## config.mk

```make
export PLATFORM = sky130hd
export DESIGN_NAME = ddr3_init_seq
export DESIGN_NICKNAME = d
export VERILOG_FILES = /design/src/rtl/ddr3_init_seq.sv
export SDC_FILE = /design/constraint.sdc
export NUM_CORES = 1
export LEC_CHECK = 0
export BUFFER_PORTS_ARGS = -buffer_cell sky130_fd_sc_hd__buf_2
export CAP_MARGIN = 20
export CORE_MARGIN = 2
export CORE_UTILIZATION = 48
export CTS_BUF_LIST = sky130_fd_sc_hd__clkbuf_8
export CTS_CLUSTER_DIAMETER = 50
export DETAILED_ROUTE_END_ITERATION = 6
export PLACE_DENSITY = 0.8
export SLEW_MARGIN = 20
export SYNTH_ARGS = -nofsm -noshare
export SYNTH_HDL_FRONTEND = slang
export SYNTH_SLANG_ARGS = --single-unit
```

## constraint.sdc

```tcl
create_clock -name clk -period 1.9 [get_ports clk]
set_input_delay 0.285 -clock clk [delete_from_list [all_inputs] [get_ports clk]]
set_output_delay 0.285 -clock clk [all_outputs]
set_load 0.03 [all_outputs]
```

## src/rtl/ddr3_init_seq.sv

```systemverilog
// rtl/ddr3_init_seq.sv - DDR3 power-up init sequencer writing DFII CSRs over Wishbone
// Optional ack watchdog: define DDR3_INIT_ACK_TIMEOUT_EN.
module ddr3_init_seq #(
  parameter logic [31:0] CSR_BASE    = 32'h2400,
  parameter logic [31:0] MR0_VAL     = 32'h220,
  parameter logic [31:0] MR1_VAL     = 32'h6,
  parameter logic [31:0] MR2_VAL     = 32'h200,
  parameter logic [31:0] MR3_VAL     = 32'h0,
  parameter int          RESET_WAIT  = 36,
  parameter int          DLLK_WAIT   = 600,
  parameter int          ZQ_WAIT     = 600,
  parameter int          ACK_TIMEOUT = 255
) (
  input  logic        clk,
  input  logic        rst_n,
  input  logic        start,
  output logic [31:0] wb_adr,
  output logic [31:0] wb_dat_w,
  output logic [3:0]  wb_sel,
  output logic        wb_cyc,
  output logic        wb_stb,
  output logic        wb_we,
  input  logic        wb_ack,
  output logic        ddr_rst_n,
  output logic        busy,
  output logic        done,
  output logic        error,
  output logic [4:0]  step
);

  typedef enum logic [2:0] {IDLE, RSTW, REQ, GAP, WAITC, DONE, ERR} state_t;

  localparam logic [2:0] OFF_CTRL  = 3'd0;
  localparam logic [2:0] OFF_CMD   = 3'd1;
  localparam logic [2:0] OFF_ISSUE = 3'd2;
  localparam logic [2:0] OFF_ADDR  = 3'd3;
  localparam logic [2:0] OFF_BADDR = 3'd4;

  state_t      state, state_n;
  logic [4:0]  step_q, step_n;
  logic [15:0] cnt, cnt_n;
  logic        dram_rst, dram_rst_nxt;
  logic [4:0]  rel;
  logic [2:0]  grp;
  logic [31:0] mr_val, mr_ba;
  logic [2:0]  tbl_off;
  logic [31:0] tbl_dat;
`ifdef DDR3_INIT_ACK_TIMEOUT_EN
  logic [15:0] wd, wd_n;
`else
  localparam int ack_timeout_unused = ACK_TIMEOUT;
`endif

  // Steps 4..27 are six 4-write groups: addr, baddr, cmd, issue
  always_comb begin
    rel     = step_q - 5'd4;
    grp     = rel[4:2];
    mr_val  = MR0_VAL;
    mr_ba   = 32'd0;
    tbl_off = OFF_CTRL;
    tbl_dat = 32'd0;
    case (grp)
      3'd0:    begin mr_val = MR2_VAL; mr_ba = 32'd2; end
      3'd1:    begin mr_val = MR3_VAL; mr_ba = 32'd3; end
      3'd2:    begin mr_val = MR1_VAL; mr_ba = 32'd1; end
      3'd3:    mr_val = MR0_VAL | 32'h100;
      3'd4:    mr_val = MR0_VAL;
      default: mr_val = 32'h400;
    endcase
    if (step_q < 5'd4) begin
      case (step_q[1:0])
        2'd0:    begin tbl_off = OFF_ADDR;  tbl_dat = 32'd0;  end
        2'd1:    begin tbl_off = OFF_BADDR; tbl_dat = 32'd0;  end
        2'd2:    begin tbl_off = OFF_CTRL;  tbl_dat = 32'h0C; end
        default: begin tbl_off = OFF_CTRL;  tbl_dat = 32'h0E; end
      endcase
    end else if (step_q <= 5'd27) begin
      case (rel[1:0])
        2'd0:    begin tbl_off = OFF_ADDR;  tbl_dat = mr_val; end
        2'd1:    begin tbl_off = OFF_BADDR; tbl_dat = mr_ba;  end
        2'd2:    begin tbl_off = OFF_CMD;   tbl_dat = (grp == 3'd5) ? 32'h03 : 32'h0F; end
        default: begin tbl_off = OFF_ISSUE; tbl_dat = 32'h01; end
      endcase
    end else if (step_q == 5'd28) begin
      tbl_off = OFF_CTRL;
      tbl_dat = 32'h01;
    end
  end

  always_comb begin
    state_n      = state;
    step_n       = step_q;
    cnt_n        = cnt;
    dram_rst_nxt = dram_rst;
`ifdef DDR3_INIT_ACK_TIMEOUT_EN
    wd_n         = 16'd0;
`endif
    case (state)
      IDLE, DONE, ERR: begin
        if (start) begin
          state_n      = RSTW;
          step_n       = 5'd0;
          cnt_n        = 16'(RESET_WAIT);
          dram_rst_nxt = 1'b0;
        end
      end
      RSTW: begin
        // ddr_rst_n releases one cycle before the first request
        if (cnt == 16'd0) begin
          dram_rst_nxt = 1'b1;
          state_n      = REQ;
        end else begin
          cnt_n = cnt - 16'd1;
          if (cnt == 16'd1) dram_rst_nxt = 1'b1;
        end
      end
      REQ: begin
        if (wb_ack) begin
          state_n = GAP;
        end
`ifdef DDR3_INIT_ACK_TIMEOUT_EN
        else if (int'(wd) + 1 >= ACK_TIMEOUT) begin
          state_n = ERR;
        end else begin
          wd_n = wd + 16'd1;
        end
`endif
      end
      GAP: begin
        if (step_q == 5'd23) begin
          cnt_n   = 16'(DLLK_WAIT);
          state_n = WAITC;
        end else if (step_q == 5'd27) begin
          cnt_n   = 16'(ZQ_WAIT);
          state_n = WAITC;
        end else if (step_q == 5'd28) begin
          state_n = DONE;
        end else begin
          step_n  = step_q + 5'd1;
          state_n = REQ;
        end
      end
      WAITC: begin
        if (cnt == 16'd0) begin
          step_n  = step_q + 5'd1;
          state_n = REQ;
        end else begin
          cnt_n = cnt - 16'd1;
        end
      end
      default: state_n = IDLE;
    endcase
  end

  always_ff @(posedge clk or negedge rst_n) begin
    if (!rst_n) begin
      state    <= IDLE;
      step_q   <= 5'd0;
      cnt      <= 16'd0;
      dram_rst <= 1'b0;
`ifdef DDR3_INIT_ACK_TIMEOUT_EN
      wd       <= 16'd0;
`endif
    end else begin
      state    <= state_n;
      step_q   <= step_n;
      cnt      <= cnt_n;
      dram_rst <= dram_rst_nxt;
`ifdef DDR3_INIT_ACK_TIMEOUT_EN
      wd       <= wd_n;
`endif
    end
  end

  // Bus outputs decode straight from state so reset clears them without a clock
  assign wb_cyc    = (state == REQ);
  assign wb_stb    = (state == REQ);
  assign wb_we     = (state == REQ);
  assign wb_sel    = (state == REQ) ? 4'hF : 4'h0;
  assign wb_adr    = (state == REQ) ? CSR_BASE + {29'd0, tbl_off} : 32'd0;
  assign wb_dat_w  = (state == REQ) ? tbl_dat : 32'd0;
  assign ddr_rst_n = dram_rst;
  assign busy      = (state == RSTW) || (state == REQ) || (state == GAP) || (state == WAITC);
  assign done      = (state == DONE);
  assign step      = step_q;
`ifdef DDR3_INIT_ACK_TIMEOUT_EN
  assign error     = (state == ERR);
`else
  assign error     = 1'b0;
`endif

endmodule
```

==> metrics.md, run 1 <==
| Metric | Value |
|---|---|
| Reg-to-reg setup timing slack | -0.01 ns |
| Final Slew Violations | 0 |
| Vias post-DR | 2399 |
| Worst endpoint data arrival time | about 1.9 ns |
| Router iterations before antenna repair | 4 |
| Placed cells | 432 |
| Nets | 392 |
| Vias in the first global route | 2164 |
| Initial Util | 49.2% |
| Seq/Total Area, Yosys | 25.2% |
| Clock slew at reported path FFs | approximately 0.10 ns |
| Worst clock skew | 0.0107 ns |
| First-pass GRT wire length | 9580 µm |
| Final ANT Viol Nets | 0 |
| DRC | 0 |
| Relative max-transition margin | between 50% and 60% |
| Share of layout cells above drive strength 1 | 38.9% |
| Die Wd | 75.9 µm |
| Mux share of post-synthesis cell area | 2.47% |
| Cts bufs inserted | 3 |
| EDFF count, synth | 0 |
| WS Path Type | flop to output port |
| Final Hold Fails | 0 |
| Period utilization | 114% |
| Vias per cell | 5.35 |
| Ys flop type | dfrtp_1 |
| Clock sinks | 25 |
| Setup ws final | -0.262 ns |
| I/O pin total | 84 |
| FMAX | 0.463 GHz |
| Share of the synthesized area in the top cell type | 25.2% |
| Yosys cell types | 61 |
| Routed len/inst | 14.0 µm |
| Leakage power | between 1.5 and 2 nW |
| Cells after Synth | 311 |
| Max-cap viol count | 0 |
| R2R Path Start | cnt[6]$_DFFE_PN0P_ |
| RR Endpoint | step[4]$_DFFE_PN0P_ |
| Final hold slack | ~0.0055 ns |
| Post-Synth XOR/XNOR Area | roughly 1.1% |
| Die Area | between 5000 and 6000 µm² |
| Failing checks | setup timing |
| FF+latch area | about 630 µm² |
| GPL Wtd Cong | slightly below 0.9 |
| CP endpoint kind | output port |
| Synth top area cells | dfrtp_1 (25%), buf_4 (18%), ha_1 (4.5%) |
| Fin area | between 3000 and 4000 µm² |
| Clock latency on the worst-skew pair | 0.27 ns |
| Root Buffer | clkbuf_8 |
| Simple-gate portion of the synthesized area | 23.6% |
| Maximum vdd drop | 1050 µV |
| Adder-cell area share of the yosys netlist | under 10% |
| Layout Cells excl Fill | 448 |
| Core area | around 5000 µm² |
| Cell row count | 26 |
| Longest Clk Path Bufs | 2 |
| N_diodes | 0 |
| Hold WC Path Type | input pin to async pin |
| CP Launch Type | flop |
| Crit-path max FO | 6 |
| Multi-input combinational cell area | 1810 µm² |
| Status | finished, violations left |
| Area Growth Syn to Fin | 33.5% |
| Setup WS pre-CTS | -0.0868 ns |
| Largest net degree at the start of global routing | 26 |
| Routed wire length | roughly 6300 µm |
| Area leader, netlist | dfrtp_1 |
| Initial antenna violation count | 0 |
| TritonCTS clock tree | yes |
| Post-Route Utilization | 65.6% |
| Setup violators final | 13 |
| RSZ-0062 raised after global routing | true |
| Initial DRC Count | 158 |
| Grt ovf | 0 |
| Total Power | 5.09 mW |
| Top-count cell post-synth | buf_4 |
| Placed Area | 2860 µm² |
| H-tree Lvls | 1 |
| Global Route Usage Sum | 21.1% |
| DP HPWL | 4370 µm |
| Leading cell types by count after synthesis | buf_4 (60), dfrtp_1 (25), nand2_1 (22), nor2_1 (21), o21ai_1 (16) |
| Synthesized area per cell | 7.97 µm² |
| Post-synthesis register bit count | 25 |
| Ys Warns | 0 |
| PortBufs | 31 |
| Post-layout min period | 2.16 ns |
| PwrDens | 1540 nW/µm² |
| Die Y-Extent | 75.9 µm |
| Worst R2R Path Depth | 5 |
| Compound-gate portion of the synthesized area | between 20 and 25% |
| # fillers | around 400 |
| Mapped Area | between 2000 and 2500 µm² |
| Ys async rst share | 100% |
| Worst endpoint required time | between 1.5 and 2 ns |
| Final setup TNS | -1.82 ns |
| Dominant combinational cell family by area after synthesis | simple AND/OR/NAND/NOR gates |
| Tightest Pin Transition | 0.646 ns |
| # hold bufs at CTS | 0 |
## timing repair
action / CTS / global route
pin swaps: 11 / 14
setup buffers: 5 / 6
gates cloned: 0 / 1
hold endpoints to repair: 0 / 0
endpoints found under the setup margin: 32 / 42
gates resized for setup: 28 / 50
## metal layers
| metal | wire (µm) | track usage, % |
|---|---|---|
| met5 | 0 | 0 |
| met4 | 43 | 6.24 |
| met3 | 298 | 2.25 |
| met2 | 3430 | 38.6 |
| met1 | 2490 | 25.8 |
## state kept, by name (all words and copies together), names as in the netlist
signal / cells
ddr_rst_n: 1
state: 3
cnt: 16
step: 5
## worst max-delay path by stage
stage / start / endpoint / slack [ns]
finish: step[1]$_DFFE_PN0P_ / wb_dat_w[1] / -0.26
global route: step[1]$_DFFE_PN0P_ / wb_dat_w[1] / -0.32
CTS: step[0]$_DFFE_PN0P_ / wb_dat_w[1] / -0.27
detailed placement: state[0]$_DFFE_PN0P_ / wb_dat_w[1] / -0.09
global placement: state[0]$_DFFE_PN0P_ / wb_dat_w[1] / -0.05
floorplan: step[0]$_DFFE_PN0P_ / wb_dat_w[1] / -0.23
## kinds of logic (layout without fill, tap and decap cells)
logic type                 Yosys count  after routing
buffers and inverters               86            102
and+or+nand+nor                    102            102
other                                1             52
xor gates and xnor gates             3              3
adders and majority gates            9              9
AOI/OAI and AO/OA                   79             79
muxes                                6              6
DFF                                 25             25
## cells in the final DEF (no fill, tap or decap), types with 3 or more instances in the layout
master,count
a211oi_2,3
dfrtp_2,4
conb_1,52
o21ai_2,3
a21oi_1,11
a31oi_1,8
inv_1,6
buf_2,15
a21o_1,3
clkbuf_8,3
nor3_1,8
nand2_1,22
ha_1,4
inv_2,4
nand2b_1,4
buf_4,55
nor2_1,19
nand3_1,9
o21ai_0,9
or4_4,3
o21ai_1,13
nand4_1,7
ha_4,5
nor3_4,4
dfrtp_1,21
mux2i_1,5
buf_6,17
## power by group
part | internal, mW | total (mW) | switching (mW)
clock network | 0.145 | 0.321 | 0.176
registers | 0.755 | 1.04 | 0.281
logic | 1.58 | 3.73 | 2.15
## worst max-delay path, cell delays in order (launching register included)
cell and delay, ns:
dfrtp_2 0.47, ha_4 0.17, inv_2 0.03, a31oi_2 0.18, nor2_2 0.05, or4_4 0.43
o21ai_4 0.14, buf_6 0.14
## area by class of cell
type / count / share of cell area, %
inverters: 10 / 1.25
clock inverters: 1 / 0.113
well taps: 70 / 2.65
multi-input cells: 251 / 54.6
flip-flops and latches: 25 / 19.1
clock buffers: 3 / 1.25
repair buffers: 88 / 21.1
Note: power is estimated with default switching activity, not from simulation.
==> run 2, diff against run 1 <==
Settings changed: CORE_MARGIN 2 to default.
==> run 2 against run 1 <==
The flow still finishes with violations (setup timing). Clock-buffer cell count unchanged. Combinational power grew 8.0%. Global-route usage increased by 1.3 points. Die area down 5.2%. Hold slack improved by 0.00066 ns. Sequential power barely moved. Clock skew is 0.0056 ns lower. Critical path type unchanged. Critical endpoint is now wb_dat_w[2].
==> metrics.md, run 2 (synthesis results as in run 1) <==
| Metric | Value |
|---|---|
| Failing checks | setup timing |
| CP endpoint kind | output port |
| Worst endpoint data arrival time | between 1.5 and 2 ns |
| DRC | 0 |
| Maximum vdd drop | approximately 900 µV |
| Die Wd | 73.9 µm |
| Layout Cells excl Fill | 451 |
| RSZ-0062 raised after global routing | true |
| Routed wire length | about 6800 µm |
| Hold WC Path Type | input pin to async pin |
| Nets | 398 |
| Clock latency on the worst-skew pair | 0.27 ns |
| Initial Util | roughly 51% |
| PortBufs | 31 |
| Grt ovf | 0 |
| CP peak stage delay | 0.47 ns |
| Setup ws final | -0.244 ns |
| Vias post-DR | ~2500 |
| Largest register FFs | 16 |
| TritonCTS clock tree | yes |
| Relative max-transition margin | 56.3% |
| # fillers | 372 |
| DP HPWL | approximately 4300 µm |
| Final hold slack | 0.00614 ns |
| Vias in the first global route | 2147 |
| Root Buffer | clkbuf_8 |
| Cell row count | 25 |
| Commonest non-fill, non-tap cell in the layout | buf_4 |
| First-pass GRT wire length | 9560 µm |
| Routed len/inst | roughly 15 µm |
| Total Power | 5.36 mW |
| Router iterations before antenna repair | 5 |
| R2R Path Start | cnt[0]$_DFFE_PN0P_ |
| Cells along the critical path | ha_4 > buf_4 > mux2i_1 > nor2_1 > o21a_2 > o21bai_4 > buf_2 |
| Setup violators final | 19 |
| Initial DRC Count | 164 |
| Setup crit start | step[1]$_DFFE_PN0P_ |
| Top reg by flops | cnt |
| Share of layout cells above drive strength 1 | 40.4% |
| WS Path Type | flop to output port |
| Worst Path Buf+Inv | 2 |
| Final ANT Viol Nets | 0 |
| Longest Clk Path Bufs | 2 |
| Initial antenna violation count | 0 |
| Placed cells | between 400 and 500 |
| Final Slew Violations | 0 |
| Status | finished, violations left |
| Placed Area | 2880 µm² |
| GPL Wtd Cong | 0.866 |
| Global Route Usage Sum | roughly 22% |
| Post-Route Utilization | 69.2% |
| Largest delay share family, worst path | flip-flops |
| Period utilization | 113% |
| Vias per cell | 5.43 |
| CP max-delay cell | dfrtp_2 |
| Reg-to-reg setup timing slack | -0.07 ns |
| Fin area | 3350 µm² |
| Cts bufs inserted | 3 |
| PwrDens | around 1600 nW/µm² |
| CP Launch Type | flop |
| Crit-path max FO | 5 |
| Final Hold Fails | 0 |
| Post-layout min period | 2.14 ns |
| Tightest Pin Transition | 0.650 ns |
| I/O pin total | 84 |
| Core area | 4850 µm² |
| Commonest cells after routing, fill and taps aside | buf_4 (67), conb_1 (52), nand2_1 (21), dfrtp_1 (21), nor2_1 (19) |
| N_diodes | 0 |
| Clock sinks | 25 |
| Largest net degree at the start of global routing | 26 |
| Area Growth Syn to Fin | 35.3% |
| Max-cap viol count | 0 |
| Worst R2R Path Depth | 9 |
| RR Endpoint | cnt[9]$_DFFE_PN0P_ |
| Leakage power | approximately 1.5 nW |
| H-tree Lvls | 1 |
| Die Area | 5460 µm² |
| Clock slew at reported path FFs | 0.09 ns |
| Worst endpoint required time | 1.62 ns |
| Die Y-Extent | 73.9 µm |
| Worst clock skew | 0.00507 ns |
| FMAX | 0.466 GHz |
-- run 2: cell count changes in the layout (fill, tap and decap cells not counted), sizes merged --
cell    delta
buf        +5
clkbuf     +1
-- run 2: per-stage QoR --
| step | TNS (ns) | setup WS [ns] |
|---|---|---|
| finish | -2.04 | -0.244 |
| global route | -4.18 | -0.306 |
| CTS | -1.92 | -0.278 |
| detailed placement | -0.181 | -0.0862 |
| global placement | -0.0532 | -0.0532 |
| floorplan | -0.964 | -0.228 |
-- run 2: what timing repair did --
action | 4_1_cts | 5_1_grt
setup buffers | 2 | 13
hold buffers | 0 | 0
pin swaps | 6 | 16
gates resized for setup | 28 | 50
setup endpoints to repair | 27 | 40
-- run 2: how the worst max path moves through the flow --
stage | end | depth (start not counted)
after floorplan | wb_dat_w[1] | 7
after global placement | wb_dat_w[1] | 5
after detailed placement | wb_dat_w[1] | 5
after CTS | wb_dat_w[2] | 7
after global routing | wb_dat_w[0] | 8
final | wb_dat_w[2] | 7
-- run 2: cell type report --
type | instances | area, µm² | area share (%)
multi-input combinational | 251 | 1850 | 55.1
clock buffer | 3 | 41.3 | 1.23
tap | 67 | 83.8 | 2.50
inverter | 10 | 41.3 | 1.23
sequential | 25 | 631 | 18.8
timing repair buffer | 94 | 707 | 21.1
clock inverter | 1 | 3.75 | 0.112
-- run 2: worst reg2reg max path, cell delays in order (launching register included) --
cell	delay, ns
dfrtp_1	0.43
inv_2	0.09
ha_4	0.13
nor4b_4	0.31
buf_4	0.19
nand4_4	0.16
buf_6	0.21
a31oi_1	0.18
o21ai_0	0.10
o21ai_1	0.10
-- run 2: layer usage --
metal,GRT usage [%],vias up,wire length (µm)
met2,40.1,114,3610
li1,-,1147,-
met5,0,-,0
met1,27.7,1176,2700
met3,2.19,14,314
met4,7.69,0,129
-- run 2: power by group --
part | total, mW | internal [mW] | switching (mW)
Clock | 0.318 | 0.145 | 0.173
Combinational | 4.03 | 1.69 | 2.35
Sequential | 1.01 | 0.756 | 0.256
==> run 3, diff against run 2 <==
Settings changed: CORE_ASPECT_RATIO from default to 0.8, CTS_BUF_LIST sky130_fd_sc_hd__clkbuf_8 to sky130_fd_sc_hd__clkbuf_2.
==> run 3 against run 2 <==
The flow still finishes with violations (setup timing). Combinational power rose by 8.7%. Sequential share of layout area fell by 0.80 points. First-iteration DRC count rose by 140%. Die area barely moved. Global-route usage rose by 3.1 points. Critical path type unchanged. Critical endpoint is now wb_dat_w[1].
==> metrics.md, run 3 (synthesis results as in run 1) <==
| Metric | Value |
|---|---|
| Status | finished, violations left |
| Failing checks | setup timing |
| Area Growth Syn to Fin | 41.8% |
| NetSw | 3.01 mW |
| # fillers | 292 |
| Clock share of power | 4.0% |
| Worst endpoint required time | between 1.5 and 2 ns |
| Final setup TNS | -5.38 ns |
| Worst clock skew | 0.0143 ns |
| Placed Area | 2870 µm² |
| Final Hold Fails | 0 |
| Multi-input combinational cell area | 1890 µm² |
| RR Endpoint | cnt[14]$_DFFE_PN0P_ |
| Vias post-DR | around 2700 |
| Vias per cell | 6.05 |
| Setup ws final | -0.449 ns |
| Combinational share of power | 77.3% |
| Worst endpoint data arrival time | between 2 and 2.5 ns |
| Setup WS pre-CTS | -0.112 ns |
| Vias in the first global route | about 2200 |
| Fin area | 3520 µm² |
| DRC | 0 |
| Die Y-Extent | 66.3 µm |
| Post-layout min period | 2.35 ns |
| R2R Path Start | cnt[9]$_DFFE_PN0P_ |
| FF+latch area | 633 µm² |
| Largest net degree at the start of global routing | 26 |
| Routed len/inst | 18.4 µm |
| Initial Util | 49.8% |
| Hold WC Path Type | input pin to async pin |
| Pint | 2.65 mW |
| Share of layout cells above drive strength 1 | between 40% and 50% |
| Period utilization | 124% |
| RSZ-0062 raised after global routing | true |
| Reg-to-reg setup timing slack | -0.13 ns |
| Largest register FFs | 16 |
| Post-Route Utilization | between 70 and 80% |
| Leakage power | about 1.6 nW |
| Crit-path max FO | 7 |
| Routed wire length | around 8300 µm |
| Worst R2R Path Depth | 6 |
| N_diodes | 0 |
| Setup crit start | step[0]$_DFFE_PN0P_ |
| PortBufs | 31 |
| Relative max-transition margin | between 50% and 60% |
| Core area | 4980 µm² |
| TritonCTS clock tree | yes |
| PwrDens | 1610 nW/µm² |
| First-pass GRT wire length | 10600 µm |
| CP Launch Type | flop |
| Final Slew Violations | 0 |
| Clock slew at reported path FFs | 0.24 ns |
| Root Buffer | clkbuf_2 |
| Clock latency on the worst-skew pair | about 0.37 ns |
| Router iterations before antenna repair | 6 |
| GPL Wtd Cong | 0.834 |
| FMAX | 0.426 GHz |
| Initial antenna violation count | 0 |
| Maximum vdd drop | between 800 and 900 µV |
| Setup violators final | 35 |
| H-tree Lvls | 1 |
| Nets | 404 |
| Final ANT Viol Nets | 0 |
| Die Area | 5460 µm² |
| Seq pwr share | 18.7% |
| Cell row count | 23 |
| Top reg by flops | cnt |
| Max-cap viol count | 0 |
| Commonest cells after routing, fill and taps aside | buf_4 (58), conb_1 (52), buf_6 (28), nand2_1 (21), dfrtp_1 (19) |
| I/O pin total | 84 |
| Longest Clk Path Bufs | 2 |
| Commonest non-fill, non-tap cell in the layout | buf_4 |
| Initial DRC Count | 387 |
| CP endpoint kind | output port |
| DP HPWL | 4510 µm |
| Grt ovf | 0 |
| Tightest Pin Transition | approximately 0.64 ns |
| WS Path Type | flop to output port |
| Sw frac | around 53% |
| Die Wd | 82.4 µm |
| Clock sinks | 25 |
| Critical path endpoint | wb_dat_w[1] |
| Global Route Usage Sum | around 25% |
| Cts bufs inserted | 3 |
-- run 3: changes by cell type in the layout (fill, tap and decap cells not counted), moves of 4 or more --
cell	before	now
buf_6	11	28
buf_4	67	58
buf_2	15	11
ha_4	6	2
-- run 3: worst min path at each step --
| stage | to | slack, ns | cells past startpoint |
|---|---|---|---|
| after floorplan | cnt[0]$_DFFE_PN0P_ | -0.01 | 0 |
| after global placement | cnt[14]$_DFFE_PN0P_ | 0.31 | 1 |
| after detailed placement | cnt[14]$_DFFE_PN0P_ | 0.31 | 1 |
| after CTS | state[0]$_DFFE_PN0P_ | 0.32 | 3 |
| after global routing | cnt[6]$_DFFE_PN0P_ | 0.43 | 4 |
| final | cnt[15]$_DFFE_PN0P_ | 0.39 | 2 |
-- run 3: power by group through the flow --
| stage | Clock [mW] | Sequential [mW] | Combinational (mW) |
|---|---|---|---|
| floorplan | 0 | 1.11 | 2.10 |
| global placement | 0 | 1.00 | 3.05 |
| detailed placement | 0 | 1.02 | 3.15 |
| CTS | 0.226 | 1.01 | 3.52 |
| global route | 0.243 | 1.08 | 4.57 |
| finish | 0.225 | 1.06 | 4.38 |
-- run 3: layer usage --
metal	wire length [µm]	track usage, %	up-vias	part of all wire, %
li1	-	-	1163	-
met1	3370	36.4	1272	40
met2	3810	39.5	235	46
met3	746	3.59	66	9.0
met4	406	6.58	0	4.9
met5	0	0	-	0
-- run 3: area by class of cell --
class                   instances  area share [%]
well taps                      62            2.21
repair buffers                100            24.3
flip-flops and latches         25            18.0
multi-input cells             251            53.6
clock buffers                   4           0.569
inverters                      10            1.28
-- run 3: critical path, stage by stage (launching register included) --
cell and delay, ns:
dfrtp_2 0.51, inv_1 0.13, ha_2 0.31, nand3_1 0.17
a21oi_1 0.19, nor2_1 0.09, o21ai_4 0.16, buf_6 0.14
-- run 3: repair_timing --
| action | 4_1_cts | 5_1_grt |
|---|---|---|
| hold endpoints to repair | 25 | 0 |
| cloned | 1 | 0 |
| hold buffers | 1 | 0 |
| pin swaps | 16 | 22 |
| resized for setup | 61 | 48 |
| endpoints found under the setup margin | 28 | 44 |
| buffers inserted | 11 | 11 |
-- run 3: stage by stage --
step	hold WS, ns	total power [mW]	cells
2_1_floorplan	-0.0106	3.20	362
3_3_place_gp	0.308	4.05	425
3_5_place_dp	0.314	4.16	425
4_1_cts	0.316	4.75	442
5_1_grt	0.426	5.89	452
6_report	0.393	5.66	452
